--- src/rtl/nios2_c_sd_pkg.sv ---
// Shared definitions for the SD 4-bit DAT block receiver: FSM states, register map
// and CRC polynomial.
package nios2_c_sd_pkg;

    typedef enum logic [2:0] {
        ST_IDLE,
        ST_WAIT_START,
        ST_DATA,
        ST_CRC,
        ST_END,
        ST_DONE
    } state_t;

    localparam logic [1:0] ADDR_CTRL  = 2'd0;
    localparam logic [1:0] ADDR_DATA  = 2'd1;
    localparam logic [1:0] ADDR_WORDS = 2'd2;

    localparam int CTRL_START  = 0;
    localparam int CTRL_IRQ_EN = 1;
    localparam int CTRL_CLR    = 2;

    localparam int STAT_BUSY    = 0;
    localparam int STAT_DONE    = 1;
    localparam int STAT_CRC_ERR = 2;
    localparam int STAT_END_ERR = 3;
    localparam int STAT_TIMEOUT = 4;
    localparam int STAT_IRQ_EN  = 5;
    localparam int STAT_MASK_LO = 8;

    localparam logic [15:0] CRC16_POLY = 16'h1021;

endpackage

--- src/rtl/nios2_c_sd_crc16_line.sv ---
// Bit-serial CRC16-CCITT (init 0) for one DAT line.
module nios2_c_sd_crc16_line
    import nios2_c_sd_pkg::*;
(
    input  logic        clk,
    input  logic        reset,
    input  logic        clr,
    input  logic        en,
    input  logic        din,
    output logic [15:0] crc
);

    logic fb;
    assign fb = din ^ crc[15];

    always_ff @(posedge clk) begin
        if (reset || clr) begin
            crc <= '0;
        end else if (en) begin
            crc <= {crc[14:0], 1'b0} ^ (fb ? CRC16_POLY : 16'h0000);
        end
    end

endmodule

--- src/rtl/nios2_c_sd_dat_rx.sv ---
// SD 4-bit data block receiver with Avalon-MM slave: clock generation, start-bit
// search, nibble packing into a word FIFO, per-line CRC16 and end-bit check.
module nios2_c_sd_dat_rx
    import nios2_c_sd_pkg::*;
#(
    parameter int CLK_DIV     = 2,
    parameter int BLOCK_BYTES = 512,
    parameter int TIMEOUT_CYC = 4096
) (
    input  logic        clk,
    input  logic        reset,
    input  logic [1:0]  address,
    input  logic        chipselect,
    input  logic        read_n,
    input  logic        write_n,
    input  logic [31:0] writedata,
    output logic [31:0] readdata,
    output logic        irq,
    output logic        sd_clk,
    input  logic [3:0]  sd_dat_in
);

    localparam int DEPTH   = BLOCK_BYTES / 4;
    localparam int NIBBLES = BLOCK_BYTES * 2;
    localparam int CW      = (CLK_DIV > 1) ? $clog2(CLK_DIV) : 1;
    localparam int PW      = (DEPTH > 1) ? $clog2(DEPTH) : 1;
    localparam int LW      = $clog2(DEPTH + 1);
    localparam int NW      = $clog2(NIBBLES + 1);
    localparam int TW      = $clog2(TIMEOUT_CYC + 1);

    localparam logic [CW-1:0] DIV_LAST = CW'(CLK_DIV - 1);
    localparam logic [PW-1:0] PTR_LAST = PW'(DEPTH - 1);
    localparam logic [NW-1:0] NIB_LAST = NW'(NIBBLES - 1);
    localparam logic [NW-1:0] CRC_LAST = NW'(15);
    localparam logic [TW-1:0] TMO_LAST = TW'(TIMEOUT_CYC - 1);

    state_t          state;
    logic [CW-1:0]   div_cnt;
    logic [TW-1:0]   tmo_cnt;
    logic [NW-1:0]   nib_cnt;
    logic [2:0]      nib_idx;
    logic [4:0]      nib_off;
    logic [31:0]     word_buf;
    logic            push_pend;
    logic            done, crc_err, end_err, timeout, irq_en;
    logic [3:0]      fail_mask;
    logic [31:0]     mem [DEPTH];
    logic [PW-1:0]   wr_ptr, rd_ptr;
    logic [LW-1:0]   level;
    logic [15:0]     crc_line [4];
    logic [3:0]      crc_miss;
    logic            running, rise_en, ctrl_wr, start_ok, pop, crc_en;
    logic [31:0]     stat_word;
    logic            unused_wdata;

    assign unused_wdata = ^writedata[31:3];
    assign running  = (state != ST_IDLE) && (state != ST_DONE);
    assign rise_en  = running && (div_cnt == DIV_LAST) && !sd_clk;
    assign ctrl_wr  = chipselect && !write_n && (address == ADDR_CTRL);
    assign start_ok = ctrl_wr && writedata[CTRL_START] && !running;
    assign pop      = chipselect && !read_n && (address == ADDR_DATA) && (level != '0);
    assign crc_en   = rise_en && (state == ST_DATA);
    assign irq      = done & irq_en;
    // First nibble of each byte is its high half; bytes fill the word from bit 0 up.
    assign nib_off  = {nib_idx[2:1], ~nib_idx[0], 2'b00};
    assign stat_word = {20'b0, fail_mask, 2'b0, irq_en, timeout, end_err, crc_err, done, running};

    for (genvar i = 0; i < 4; i++) begin : g_line
        nios2_c_sd_crc16_line u_crc (
            .clk   (clk),
            .reset (reset),
            .clr   (start_ok),
            .en    (crc_en),
            .din   (sd_dat_in[i]),
            .crc   (crc_line[i])
        );
        assign crc_miss[i] = crc_line[i][nib_cnt[3:0]] != sd_dat_in[i];
    end

    always_ff @(posedge clk) begin
        if (reset) begin
            state     <= ST_IDLE;
            div_cnt   <= '0;
            sd_clk    <= 1'b0;
            tmo_cnt   <= '0;
            nib_cnt   <= '0;
            nib_idx   <= '0;
            word_buf  <= '0;
            push_pend <= 1'b0;
            done      <= 1'b0;
            crc_err   <= 1'b0;
            end_err   <= 1'b0;
            timeout   <= 1'b0;
            irq_en    <= 1'b0;
            fail_mask <= '0;
        end else begin
            push_pend <= 1'b0;

            if (!running || start_ok) begin
                div_cnt <= '0;
                sd_clk  <= 1'b0;
            end else if (div_cnt == DIV_LAST) begin
                div_cnt <= '0;
                sd_clk  <= ~sd_clk;
            end else begin
                div_cnt <= div_cnt + 1'b1;
            end

            if (ctrl_wr) begin
                irq_en <= writedata[CTRL_IRQ_EN];
                if (writedata[CTRL_CLR]) begin
                    done      <= 1'b0;
                    crc_err   <= 1'b0;
                    end_err   <= 1'b0;
                    timeout   <= 1'b0;
                    fail_mask <= '0;
                end
            end

            if (start_ok) begin
                state     <= ST_WAIT_START;
                tmo_cnt   <= TMO_LAST;
                nib_idx   <= '0;
                done      <= 1'b0;
                crc_err   <= 1'b0;
                end_err   <= 1'b0;
                timeout   <= 1'b0;
                fail_mask <= '0;
            end else if (rise_en) begin
                case (state)
                    ST_WAIT_START: begin
                        if (sd_dat_in == 4'h0) begin
                            state   <= ST_DATA;
                            nib_cnt <= NIB_LAST;
                        end else if (tmo_cnt == '0) begin
                            timeout <= 1'b1;
                            done    <= 1'b1;
                            state   <= ST_DONE;
                        end else begin
                            tmo_cnt <= tmo_cnt - 1'b1;
                        end
                    end
                    ST_DATA: begin
                        word_buf[nib_off +: 4] <= sd_dat_in;
                        nib_idx <= nib_idx + 1'b1;
                        if (nib_idx == 3'd7) push_pend <= 1'b1;
                        if (nib_cnt == '0) begin
                            state   <= ST_CRC;
                            nib_cnt <= CRC_LAST;
                        end else begin
                            nib_cnt <= nib_cnt - 1'b1;
                        end
                    end
                    ST_CRC: begin
                        if (crc_miss != '0) begin
                            crc_err   <= 1'b1;
                            fail_mask <= fail_mask | crc_miss;
                        end
                        if (nib_cnt == '0) state <= ST_END;
                        else nib_cnt <= nib_cnt - 1'b1;
                    end
                    ST_END: begin
                        if (sd_dat_in != 4'hF) end_err <= 1'b1;
                        done  <= 1'b1;
                        state <= ST_DONE;
                    end
                    default: ;
                endcase
            end
        end
    end

    always_ff @(posedge clk) begin
        if (push_pend) mem[wr_ptr] <= word_buf;
    end

    always_ff @(posedge clk) begin
        if (reset || start_ok) begin
            wr_ptr <= '0;
            rd_ptr <= '0;
            level  <= '0;
        end else begin
            if (push_pend) wr_ptr <= (wr_ptr == PTR_LAST) ? '0 : wr_ptr + 1'b1;
            if (pop)       rd_ptr <= (rd_ptr == PTR_LAST) ? '0 : rd_ptr + 1'b1;
            level <= level + LW'(push_pend) - LW'(pop);
        end
    end

    always_ff @(posedge clk) begin
        if (reset) begin
            readdata <= '0;
        end else if (!chipselect) begin
            readdata <= '0;
        end else begin
            case (address)
                ADDR_CTRL:  readdata <= stat_word;
                ADDR_DATA:  readdata <= (level != '0) ? mem[rd_ptr] : 32'h0;
                ADDR_WORDS: readdata <= 32'(level);
                default:    readdata <= '0;
            endcase
        end
    end

endmodule

--- config.mk ---
export PLATFORM = sky130hd
export DESIGN_NAME = nios2_c_sd_dat_rx
export DESIGN_NICKNAME = d
export VERILOG_FILES = /design/src/rtl/nios2_c_sd_pkg.sv /design/src/rtl/nios2_c_sd_crc16_line.sv /design/src/rtl/nios2_c_sd_dat_rx.sv
export SDC_FILE = /design/constraint.sdc
export NUM_CORES = 2
export LEC_CHECK = 0
export ABC_CLOCK_PERIOD_IN_PS = 8500
export CORE_UTILIZATION = 46
export DETAILED_ROUTE_END_ITERATION = 10
export GPL_TIMING_DRIVEN = 0
export PLACE_DENSITY = 0.58
export SLEW_MARGIN = 10
export SYNTH_ARGS = -nofsm -noshare
export SYNTH_HDL_FRONTEND = slang
export SYNTH_SLANG_ARGS = --single-unit
--- constraint.sdc ---
create_clock -name clk -period 8.5 [get_ports clk]
set_clock_uncertainty 0.15 [all_clocks]
set_input_delay 0.85 -clock clk [delete_from_list [all_inputs] [get_ports clk]]
set_output_delay 0.85 -clock clk [all_outputs]
set_load 0.02 [all_outputs]
==> flow_summary.toml <==
[cells_and_area]
nFillCells = 26930
nets = 8380
layout_commonest_cell = "edfxtp_1"
drive_above_1_share = 0.2690
multi_input_area_sq_um = 35400
seqCellArea_sq_um = 127100
area_growth_pct = 16.61
final_cell_mix = "edfxtp_1 (4096), mux4_2 (1022), clkbuf_16 (441)"

[yosys]
synth_edf_count = 4096
syn_avg_cell_area_sq_um = 21.64
synth.distinct_cells = 77
async_reset_ff_frac = 0
ys_ff_latch = 4295
ys_seq_area_frac = 0.7757
synthesis.nets = 7629
ys_warn_count = 0
synthFlopType = "edfxtp_1"
synthCells = 7566
synth.cell_area_sq_um = 163700

[clock_network]
worstSkewPairLatency_ns = 1.02
ctsLongestPathBuffers = 4
cts-root-buf = "clkbuf_16"
clkSinkCount = 4295
path_clk_slew_ns = 0.06
post_cts_buffers = 0
htreeDepth = 5
cts_tree = "built"
cts_buffers = 437
ctsResizeCount = 0
hold_buffers = 0

[drt]
routed_wl_um = 533700
num_vias = 87270
drcViolationCount = 0
drt-wirelength-per-cell_um = 39.64
post_drt_via_cell_ratio = 6.482
dr.pass1.iters = 6
drt-initial-drc-count = 14120
ant_nets = 0

[sta]
min_period_ns = 6.670
rsz0062_at_grt = "false"
post-route-period-util = 0.7847
setup_viol = 0
hold_viol_final = 0
tns_ns = 0
slew_headroom = 0.01652
max_freq_mhz = 149.9
worst_pin_slew_ns = 1.475
slew_violations = 0
setup_ws_ns = 1.830

[run_status]
status = "finished clean"

[worst_setup_path]
start_kind = "flop"
r2r-end = "readdata[0]$_SDFF_PP0_"
regToRegSetupSlack_ns = 1.83
path_class = "flop to flop"
required_ns = 9.04
cp.arrival_ns = 7.21
r2r.worst_path.cells = 10
cp_max_fo = 12
endpoint_kind = "flop"

[global_route]
grt_pass1_wl_um = 716800
grt_pass1_vias = 83950
antenna_found_initial = 44
grt_use_total = 0.2970
grt_max_degree = 85
gr-total-overflow = 0

[die]
die-area_sq_um = 358300
fp-row-count = 218
io-pin-count = 77
dieHeight_um = 598.5
core_area_sq_um = 353500
start_util = 0.4631
dieWidth_um = 598.5

[placement]
dp_slack_ns = 2.193
gp_congestion = 0.9457
post-dp-hpwl_um = 362800
io_buffer_count = 46

[power]
ir_drop_mv = 0.1857
p_leak_nw = 54.88
p_per_area_nw_per_um2 = 225.5

[hold_path]
hp-class = "flop to flop"
worstHoldEndpoint = "g_line[0].u_crc.crc[6]$_SDFFE_PP0P_"
hp-start = "g_line[0].u_crc.crc[5]$_SDFFE_PP0P_"
hold_depth = 2

[run]
max_cap_violations = 0
==> stage by stage <==
| step | area, sq um | util | total power [mW] | hold slack, ns | instances |
|---|---|---|---|---|---|
| final | 190900 | 0.5400 | 43.04 | 0.3109 | 13460 |
| after global routing | 190800 | 0.5397 | 43.96 | 0.3345 | 13430 |
| after detailed placement | 176700 | 0.4998 | 24.36 | 0.3057 | 12610 |
| after CTS | 190800 | 0.5396 | 43.15 | 0.3167 | 13420 |
| after floorplan | 163700 | - | 23.98 | 0.2718 | 7566 |
| after global placement | 170100 | 0.4811 | 24.35 | 0.2985 | 12340 |
==> routing by layer <==
layer	global-route usage	part of all wire	up-vias
li1	-	-	33600
met1	0.4086	0.37	47060
met2	0.4469	0.45	5648
met3	0.08248	0.13	948
met4	0.1281	0.050	14
met5	0	0.00019	-
==> synthesized netlist by cell type (21+ instances only) <==
master	number	area, sq um
edfxtp_1	4096	123000
mux4_2	1022	23020
a22oi_1	359	2695
a21oi_1	279	1396
clkbuf_1	246	923.4
nor2_1	234	878.3
dfxtp_1	199	3984
nand2_1	186	698.2
mux2i_1	153	1531
buf_2	77	385.4
o22ai_1	67	419.2
nor4_1	53	331.6
buf_6	49	551.8
nand3_1	43	215.2
buf_4	39	292.8
nor3_1	37	185.2
buf_1	35	131.4
xnor2_1	31	271.5
o21ai_0	27	135.1
a211oi_1	24	180.2
inv_1	23	86.33
nor2b_1	21	131.4
==> registers in the layout, summed over array words and instances (netlist names), 3 cells and up, named ones only <==
register	count
nib_idx	3
word_buf	32
mem	4096
level	8
fail_mask	4
rd_ptr	7
wr_ptr	7
tmo_cnt	13
g_line.u_crc.crc	64
readdata	32
state	3
nib_cnt	11
==> critical path, stage by stage, from the launching register on <==
cell and delay, ns:
dfxtp_1 0.35, buf_2 0.44, buf_2 0.36, buf_2 0.85
buf_4 0.62, clkbuf_1 0.79, nand2_1 0.42, o22ai_1 0.32
nor3_1 0.12, nor3_1 1.19, o221ai_1 0.59
==> logic make-up after synthesis <==
family	count (synthesis)	synth area share
DFF	4295	0.7757
muxes	1183	0.1505
AOI/OAI and AO/OA	868	0.03532
and+or+nand+nor	683	0.01977
buffers and inverters	473	0.01475
xor gates and xnor gates	44	0.002354
adders and majority gates	20	0.001575
==> area by class of cell <==
| cell class | instances | share of cell area |
|---|---|---|
| flip-flops and latches | 4295 | 0.6659 |
| multi-input cells | 2798 | 0.1854 |
| clock buffers | 547 | 0.06032 |
| well taps | 4730 | 0.03100 |
| repair buffers | 312 | 0.03049 |
| clock inverters | 266 | 0.01335 |
| plain buffers | 449 | 0.01250 |
| diodes | 42 | 0.0005506 |
| inverters | 24 | 0.0004719 |
==> how the worst max path moves through the flow <==
stage | start | end | slack (ns) | depth (start not counted)
5_1_grt | flop | readdata[0]$_SDFF_PP0_ | 2.21 | 10
4_1_cts | flop | readdata[0]$_SDFF_PP0_ | 2.19 | 10
3_5_place_dp | flop | readdata[0]$_SDFF_PP0_ | 2.19 | 10
6_report | flop | readdata[0]$_SDFF_PP0_ | 1.83 | 10
2_1_floorplan | wr_ptr[4]$_SDFFE_PP0P_ | mem[82][0]$_DFFE_PP_ | 4.50 | 4
3_3_place_gp | push_pend$_SDFF_PP0_ | mem[82][25]$_DFFE_PP_ | 0.24 | 3
==> power by group <==
group / internal [mW] / leakage, nW / switching, mW
combinational: 0.453 / 11.9 / 0.639
clock: 10.9 / 6.88 / 8.23
sequential: 22.8 / 36.1 / 0.0125
total: 34.2 / 54.9 / 8.88
Power figures use the tool's default switching activity.
